**config.mk**
```make
export PLATFORM = sky130hd
export DESIGN_NAME = jtframe_dump_trigger
export DESIGN_NICKNAME = d
export VERILOG_FILES = /design/src/rtl/jtframe_dump_trigger.sv
export SDC_FILE = /design/constraint.sdc
export NUM_CORES = 1
export LEC_CHECK = 0
export CAP_MARGIN = 20
export CELL_PAD_IN_SITES_DETAIL_PLACEMENT = 0
export CELL_PAD_IN_SITES_GLOBAL_PLACEMENT = 1
export CORE_UTILIZATION = 40
export CTS_BUF_LIST = sky130_fd_sc_hd__clkbuf_4 sky130_fd_sc_hd__clkbuf_8
export DETAILED_ROUTE_END_ITERATION = 8
export PLACE_DENSITY = 0.84
export SETUP_SLACK_MARGIN = 0.5
export SLEW_MARGIN = 20
export SYNTH_ARGS = -nofsm -noshare
export SYNTH_HDL_FRONTEND = slang
export SYNTH_SLANG_ARGS = --single-unit
```
**constraint.sdc**
```tcl
create_clock -name clk -period 3 [get_ports clk]
set_input_delay 0.45 -clock clk [delete_from_list [all_inputs] [get_ports clk]]
set_output_delay 0.45 -clock clk [all_outputs]
set_load 0.1 [all_outputs]
```
**src/rtl/jtframe_dump_trigger.sv**
```systemverilog
// jtframe_dump_trigger: counts frames on vs falling edges and opens a capture window of N frames
module jtframe_dump_trigger #(
  parameter int CNTW    = 32,
  parameter int LENW    = 16,
  parameter int HOLDOFF = 4
) (
  input  logic            clk,
  input  logic            rst,
  input  logic            vs,
  input  logic            downloading,
  input  logic            arm,
  input  logic [CNTW-1:0] start_frame,
  input  logic [LENW-1:0] frames,
  output logic [CNTW-1:0] frame_cnt,
  output logic            dump_en,
  output logic            dump_on,
  output logic            dump_off,
  output logic [1:0]      st
);
  localparam int HW = HOLDOFF < 1 ? 1 : $clog2(HOLDOFF + 1);
  typedef enum logic [1:0] {IDLE, WAIT, ACTIVE, DONE} state_t;
  state_t          r_st, w_st_nxt;
  logic            r_vs_l, r_on, r_off, w_on, w_off, w_latch, w_tick, w_allow;
  logic [CNTW-1:0] r_cnt, r_start;
  logic [LENW-1:0] r_len, r_rem, w_rem_nxt;
  logic [HW-1:0]   r_hold;
  assign w_tick    = r_vs_l & ~vs;
  assign w_allow   = r_hold == '0;
  assign frame_cnt = r_cnt;
  assign dump_en   = r_st == ACTIVE;
  assign dump_on   = r_on;
  assign dump_off  = r_off;
  assign st        = r_st;
  always_comb begin
    w_st_nxt  = r_st;
    w_rem_nxt = r_rem;
    w_on      = 1'b0;
    w_off     = 1'b0;
    w_latch   = 1'b0;
    if (downloading) begin
      w_st_nxt = IDLE;
      w_off    = r_st == ACTIVE;
    end else begin
      case (r_st)
        IDLE, DONE: if (arm && frames != '0) begin
          w_st_nxt = WAIT;
          w_latch  = 1'b1;
        end
        WAIT: if (w_tick && w_allow && r_cnt >= r_start) begin
          w_st_nxt  = ACTIVE;
          w_on      = 1'b1;
          w_rem_nxt = r_len;
        end
        ACTIVE: if (w_tick) begin
          w_rem_nxt = r_rem - 1'b1;
          if (r_rem == LENW'(1)) begin
            w_st_nxt = DONE;
            w_off    = 1'b1;
          end
        end
        default: ;
      endcase
    end
  end
  always_ff @(posedge clk) begin
    if (rst) begin
      r_st    <= IDLE;
      r_vs_l  <= 1'b0;
      r_on    <= 1'b0;
      r_off   <= 1'b0;
      r_cnt   <= '0;
      r_start <= '0;
      r_len   <= '0;
      r_rem   <= '0;
      r_hold  <= '0;
    end else begin
      r_st   <= w_st_nxt;
      r_vs_l <= vs;
      r_on   <= w_on;
      r_off  <= w_off;
      r_rem  <= w_rem_nxt;
      r_cnt  <= downloading ? '0 : r_cnt + CNTW'(w_tick);
      r_hold <= downloading ? HW'(HOLDOFF) : r_hold - HW'(w_tick && !w_allow);
      if (w_latch) begin
        r_start <= start_frame;
        r_len   <= frames;
      end
    end
  end
endmodule

```
==> key figures, run 1 <==
Place
  – Port Buf Inserts: 89
  – Post-DP HPWL: 9870 um
  – GPL Wtd Cong: 0.810
  – Dpl ws: 0.0333 ns
  – Placed cells: 904

STA
  – Final setup fails: 0
  – Period Utilization, post-route: 80.4%
  – Tmin final: 2.41 ns
  – Worst Clk Skew: 0.00844 ns
  – Max Fclk: 414 MHz
  – Setup ws final: 0.587 ns
  – Pins over their slew limit: 0
  – RSZ-0062 raised after global routing: true
  – Final Hold Fails: 0
  – Setup TNS: 0 ns
  – Max_slew headroom: 42.1%
  – Worst Max-Slew Pin Slew: 0.865 ns

Clock tree
  – CTS tree: built
  – Setup bufs post-CTS: 0
  – Clk_lat worst skew: 0.38 ns
  – Root Buffer: clkbuf_8
  – Worst-path clk slew: 0.09 ns
  – Hold_buf cts: 0
  – TritonCTS buffer count: 9
  – Number of gates resized after CTS: 3
  – H-tree lvl count: 3
  – Clock sink total: 104
  – Buffer depth of the longest clock path: 2

Layout
  – Area Overhead vs Synth: 24.4%
  – Non-Filler Instances: 920
  – # diodes: 0
  – Layout Nets: 836
  – Share of cells above drive strength 1: 15.1%

Worst setup path
  – Startpoint Class: flip-flop
  – Worst path cell trace: inv_1 -> ha_1 -> nand2b_1 -> a2111o_1 -> a32o_1 -> o211a_1 -> o21ai_4 -> o21ai_0 -> a21oi_1
  – CP Capture Type: flip-flop
  – R2r endpoint: r_rem[14]
  – CP max FO: 11
  – Worst r2r src: frame_cnt[0]
  – Crit-path max cell delay: 0.41 ns
  – Crit path DAT: 2.72 ns
  – Req. time, crit path: 3.31 ns
  – CP Launch Point: frame_cnt[0]
  – Reg-to-reg slack, setup: 0.59 ns
  – Setup crit end: r_rem[14]
  – R2r worst-path depth: 9
  – Crit Path Class: reg -> reg
  – Critical path's slowest cell: a2111o_1

Logic synthesis
  – Synth area leader: dfxtp_1
  – Share of synthesized registers carrying an async set or reset: 0%
  – Mapped Area: 5260 sq um
  – Syn_nets: 756
  – Ys Warns: 0
  – Most frequent cell after synthesis: nand2_1
  – Avg Inst Size Synth: 7.93 sq um
  – Post-synthesis cell count: 663
  – Commonest cells in the netlist: nand2_1, dfxtp_1, a21oi_1
  – Main flop type after synthesis: dfxtp_1
  – Sequential fraction of the synthesis area: 39.6%
  – Yosys top cell area share: 39.6%
  – Synth top area cells: dfxtp_1, ha_1, nand2_1, a21oi_1, inv_1
  – Synthesized flop and latch total: 104
  – Post-synth EDFFs: 0
  – Count of cell types in the netlist: 50

Power and ir drop
  – Maximum vdd drop: 0.312 mV
  – Static leakage: 2.51 nW
  – Pwr dens: 431 nW/um^2
  – Pwr Total: 2.82 mW

Route
  – Detail Route Antenna Nets: 0
  – Vias per cell: 5.19
  – DRC violations left: 0
  – Total number of vias: 4,773
  – DRT iter0 DRCs: 184
  – WL/cell: 14.5 um
  – Initial DRT Pass Iterations: 4
  – Final WL: 13,300 um

Floorplanning
  – Die Y: 117 um
  – Starting density of the core: 41.3%
  – I/O pin count: 90
  – Full die area: 13,600 sq um
  – Core box area: 12,700 sq um
  – Die W: 117 um
  – Row Count: 41

GRT
  – Initial antenna violation count: 0
  – GRT Max-Usage Layer: met2
  – Met1 Track Usage GR: 24.2%
  – GR Util met3: 5.55%
  – Met2 Track Usage GR: 35.7%
  – Total track usage: 20.4%
  – Remaining global-route overflow: 0
  – Global-route wire length before repair: 21,400 um
  – Pin count of the biggest net entering global routing: 40
  – Vias in the first global route: 4,512

Run status
  – Status: finished, final reports clean

Hold path
  – Hold Crit Class: in -> reg

Flow run
  – Max-cap viol count: 0
[metrics by stage]
step | utilization [%] | hold slack (ns) | instance area, sq um
final | 51.4 | 0.376 | 6540
after global routing | 51.4 | 0.359 | 6540
after CTS | 51.1 | 0.347 | 6500
after detailed placement | 49.4 | 0.447 | 6290
after global placement | 49.4 | 0.441 | 6290
after floorplan | - | 0.432 | 5320
[worst min-delay path by stage]
stage                startpoint           to  slack [ns]  cells after the start
detailed placement   r_start[5]   r_start[5]        0.45                      2
global route                rst       r_vs_l        0.36                      2
floorplan              r_len[3]     r_len[3]        0.43                      2
CTS                         rst       r_vs_l        0.35                      2
global placement    r_start[15]  r_start[15]        0.44                      2
finish                      rst    r_hold[2]        0.38                      2
[worst max-delay path, delay by kind of cell, from the launching register on]
kind | cells | cell delay (ns)
adders and majority gates | 1 | 0.27
buffers and inverters | 1 | 0.04
DFF | 1 | 0.36
AOI/OAI and AO/OA | 6 | 1.55
and+or+nand+nor | 1 | 0.14
[layout make-up]
cell class                      instances  area (sq um)
Fill cell                            1247          6180
Multi-Input combinational cell        481          2950
Sequential cell                       104          2130
Timing Repair Buffer                   97           866
Tap cell                              172           215
Inverter                               50           188
Clock buffer                           11           145
Clock inverter                          5          56.3
[power breakdown]
group	total (mW)	internal (mW)	switching [mW]
clock network	0.899	0.417	0.483
registers	1.45	1.43	0.0291
logic	0.465	0.197	0.268
total	2.82	2.04	0.780
[state kept, by name (all words and copies together), names as in the netlist, 2 cells and up]
register / count
r_len: 16
r_hold: 3
r_rem: 16
r_start: 32
frame_cnt: 32
st: 2
[per-layer routing]
metal	wire length (um)	up-vias
li1	-	2421
met1	6020	2239
met2	6440	96
met3	599	17
met4	253	0
met5	0	-
[cells in the final DEF, fill, tap and decap left out, types with 7 or more instances in the layout]
cell type / instances
or3_1: 7
mux2i_1: 9
nand3_1: 17
nor4_1: 7
xnor2_1: 7
nand2_1: 129
clkdlybuf4s50_1: 51
and3_1: 7
o2bb2ai_1: 9
dfxtp_1: 71
o21ai_1: 10
o21ai_0: 16
clkbuf_8: 10
ha_1: 37
xor2_1: 20
nand4_1: 9
buf_4: 44
a21oi_1: 78
nor3_1: 11
nor2_1: 45
dfxtp_2: 32
inv_1: 50
[cells by family after synthesis]
| logic type | synth area share, % |
|---|---|
| buf+inv | 5.76 |
| xor+xnor | 4.50 |
| compound gates | 16.0 |
| simple gates | 22.9 |
| mux | 1.71 |
| fa+ha+maj | 9.52 |
| flops | 39.6 |
Power figures use the tool's default switching activity.
==> inputs of run 2 (changes only) <==
==> constraint.sdc (replaced) <==
create_clock -name clk -period 2.4 [get_ports clk]
set_input_delay 0.36 -clock clk [delete_from_list [all_inputs] [get_ports clk]]
set_output_delay 0.36 -clock clk [all_outputs]
set_load 0.1 [all_outputs]
==> run 2 against run 1 <==
Clock power is 28% higher. Maximum frequency up 7.0%. Core utilization is 5.1 points higher. Cell count is 4.7% higher. Critical path type unchanged. Largest power group unchanged.
==> key figures, run 2 (synthesized netlist as in run 1, its figures left out) <==
Worst setup path
  – Reg-to-reg slack, setup: 0.14 ns (-0.44 ns)
  – R2r worst-path depth: 10 (+1)
  – CP max FO: 7 (-4)
  – Cell family with most CP delay: compound AO/OA/AOI/OAI gates
  – Req. time, crit path: 2.71 ns (-0.60 ns)
  – Crit. path cell count: 10 (+1)
  – R2r endpoint: r_rem[2]
  – Critical path's slowest cell: a2111o_1
  – Worst Path Buf+Inv: 2 (+1)
  – Worst path cell trace: inv_4 -> ha_4 -> nand2b_4 -> a2111o_1 -> a32o_2 -> o211a_4 -> o21ai_4 -> buf_6 -> o21ai_2 -> a21oi_1
  – Crit path DAT: 2.57 ns (-0.15 ns)
  – CP Launch Point: frame_cnt[0]
  – Worst r2r src: frame_cnt[0]
  – Crit-path max cell delay: 0.40 ns (about the same)
  – Startpoint Class: flip-flop
  – CP Capture Type: flip-flop
  – Setup crit end: r_rem[2]
  – Crit Path Class: reg -> reg

STA
  – RSZ-0062 raised after global routing: true
  – Max Fclk: 443 MHz (+7.0%)
  – Final Hold Fails: 0 (unchanged)
  – Period Utilization, post-route: 94.0% (+14 points)
  – Final setup fails: 0 (unchanged)
  – Final hold slack: 0.291 ns (-0.0849 ns)
  – Tmin final: 2.26 ns (-0.157 ns)
  – Worst Clk Skew: 0.0115 ns (+0.00302 ns)
  – Pins over their slew limit: 0 (unchanged)
  – Max_slew headroom: 50.0% (+7.9 points)
  – Worst Max-Slew Pin Slew: 0.750 ns (-0.115 ns)

Power and ir drop
  – Pwr Total: 3.63 mW (+29%)
  – Maximum vdd drop: 0.345 mV (+11%)
  – Pwr dens: 505 nW/um^2 (+17%)
  – Static leakage: 2.83 nW (+13%)

GRT
  – Pin count of the biggest net entering global routing: 65 (+63%)
  – Vias in the first global route: 4,830 (+7.0%)
  – Initial antenna violation count: 0 (unchanged)
  – Global-route wire length before repair: 23,000 um (+7.5%)
  – Remaining global-route overflow: 0 (unchanged)
  – Total track usage: 21.6% (+1.2 points)

Floorplanning
  – I/O pin count: 90 (unchanged)
  – Full die area: 13,600 sq um (unchanged)
  – Row Count: 41 (unchanged)
  – Die W: 117 um (unchanged)
  – Starting density of the core: 41.3% (unchanged)
  – Core box area: 12,700 sq um (unchanged)
  – Die Y: 117 um (unchanged)

Place
  – Port Buf Inserts: 89 (unchanged)
  – Post-DP HPWL: 10,100 um (+2.8%)
  – GPL Wtd Cong: 0.838 (+3.4%)

Layout
  – Layout Nets: 879 (+5.1%)
  – # diodes: 0 (unchanged)
  – Share of cells above drive strength 1: 24.0% (+8.9 points)
  – Most frequent cells in the layout: nand2_1, a21oi_1, buf_4, dfxtp_1, clkdlybuf4s50_1
  – Most common cell after layout, fill and taps aside: nand2_1
  – Area Overhead vs Synth: 36.8%

Route
  – Total number of vias: 4,982 (+4.4%)
  – DRC violations left: 0 (unchanged)
  – DRT iter0 DRCs: 237 (+29%)
  – WL/cell: 14.5 um (+0.41%)
  – Detail Route Antenna Nets: 0 (unchanged)
  – Initial DRT Pass Iterations: 5 (+1)
  – Vias per cell: 5.17 (-0.28%)
  – Final WL: 14,000 um (+5.1%)

Clock tree
  – H-tree lvl count: 3 (unchanged)
  – CTS tree: built
  – Clock sink total: 104 (unchanged)
  – TritonCTS buffer count: 9 (unchanged)
  – Root Buffer: clkbuf_8
  – Buffer depth of the longest clock path: 2 (unchanged)
  – Worst-path clk slew: 0.09 ns (about the same)
  – Clk_lat worst skew: 0.38 ns (about the same)

Flow run
  – Max-cap viol count: 0 (unchanged)

Hold path
  – Hold Crit Class: in -> reg

Run status
  – Status: finished, final reports clean
run 2: layout make-up:
class | instances | area [sq um]
fillers | 1220 | 5530
multi-input cells | 482 | 3150
flip-flops and latches | 104 | 2170
repair buffers | 139 | 1270
well taps | 172 | 215
inverters | 50 | 190
clock buffers | 13 | 166
clock inverters | 3 | 40.0
run 2: how the worst min path moves through the flow:
stage                   from        end  slack [ns]  cells after the start
floorplan           r_len[3]   r_len[3]        0.43                      2
global route             rst  r_rem[12]        0.27                      2
CTS                      rst  r_rem[14]        0.26                      2
finish                   rst  r_rem[14]        0.29                      2
global placement    r_len[3]   r_len[3]        0.44                      2
detailed placement  r_len[2]   r_len[2]        0.45                      2
run 2: routing by layer:
metal / wire length (um) / part of all wire (%) / global-route usage (%)
met1: 6280 / 45 / 26.5
met2: 6900 / 49 / 37.9
met3: 631 / 4.5 / 5.24
met4: 186 / 1.3 / 5.82
met5: 0 / 0 / 0
run 2: power breakdown:
part	switching [mW]	internal (mW)	leakage [nW]
Sequential	0.0374	1.77	0.867
Clock	0.591	0.560	0.110
Combinational	0.369	0.308	1.85
run 2: timing repair:
item | in CTS | in global routing
gates cloned | 1 | 0
resized for setup | 38 | 22
hold buffers | 0 | 0
pin swaps | 20 | 18
setup buffers | 5 | 10
hold endpoints to repair | 0 | 0
endpoints found under the setup margin | 40 | 29
run 2: stage by stage:
step	cell area [sq um]	TNS (ns)	instances	utilization [%]	setup WS, ns
2_1_floorplan	5420	-0.0445	663	-	-0.00900
3_3_place_gp	6620	-0.705	931	52.0	-0.0582
3_5_place_dp	6620	-2.04	931	52.0	-0.158
4_1_cts	7040	0	953	55.3	0.166
5_1_grt	7190	0	963	56.6	0.0619
6_report	7190	0	963	56.6	0.144
run 2: worst reg2reg max path, stage by stage, from the launching register on:
cell and delay (ns):
dfxtp_4 0.37, inv_4 0.03, ha_4 0.20, nand2b_4 0.12, a2111o_1 0.40, a32o_2 0.27, o211a_4 0.26, o21ai_4 0.16
buf_6 0.17, o21ai_2 0.06, a21oi_1 0.14
==> inputs of run 3 (changes only) <==
--- a/config.mk
+++ b/config.mk
@@ -5,11 +5,12 @@
 export SDC_FILE = /design/constraint.sdc
 export NUM_CORES = 1
 export LEC_CHECK = 0
-export CAP_MARGIN = 20
+export CAP_MARGIN = 40
 export CELL_PAD_IN_SITES_DETAIL_PLACEMENT = 0
 export CELL_PAD_IN_SITES_GLOBAL_PLACEMENT = 1
 export CORE_UTILIZATION = 40
 export CTS_BUF_LIST = sky130_fd_sc_hd__clkbuf_4 sky130_fd_sc_hd__clkbuf_8
+export CTS_CLUSTER_SIZE = 30
 export DETAILED_ROUTE_END_ITERATION = 8
 export PLACE_DENSITY = 0.84
 export SETUP_SLACK_MARGIN = 0.5
==> results of run 3 <==
No change in the layout: final DEF, timing and power equal those of run 2.
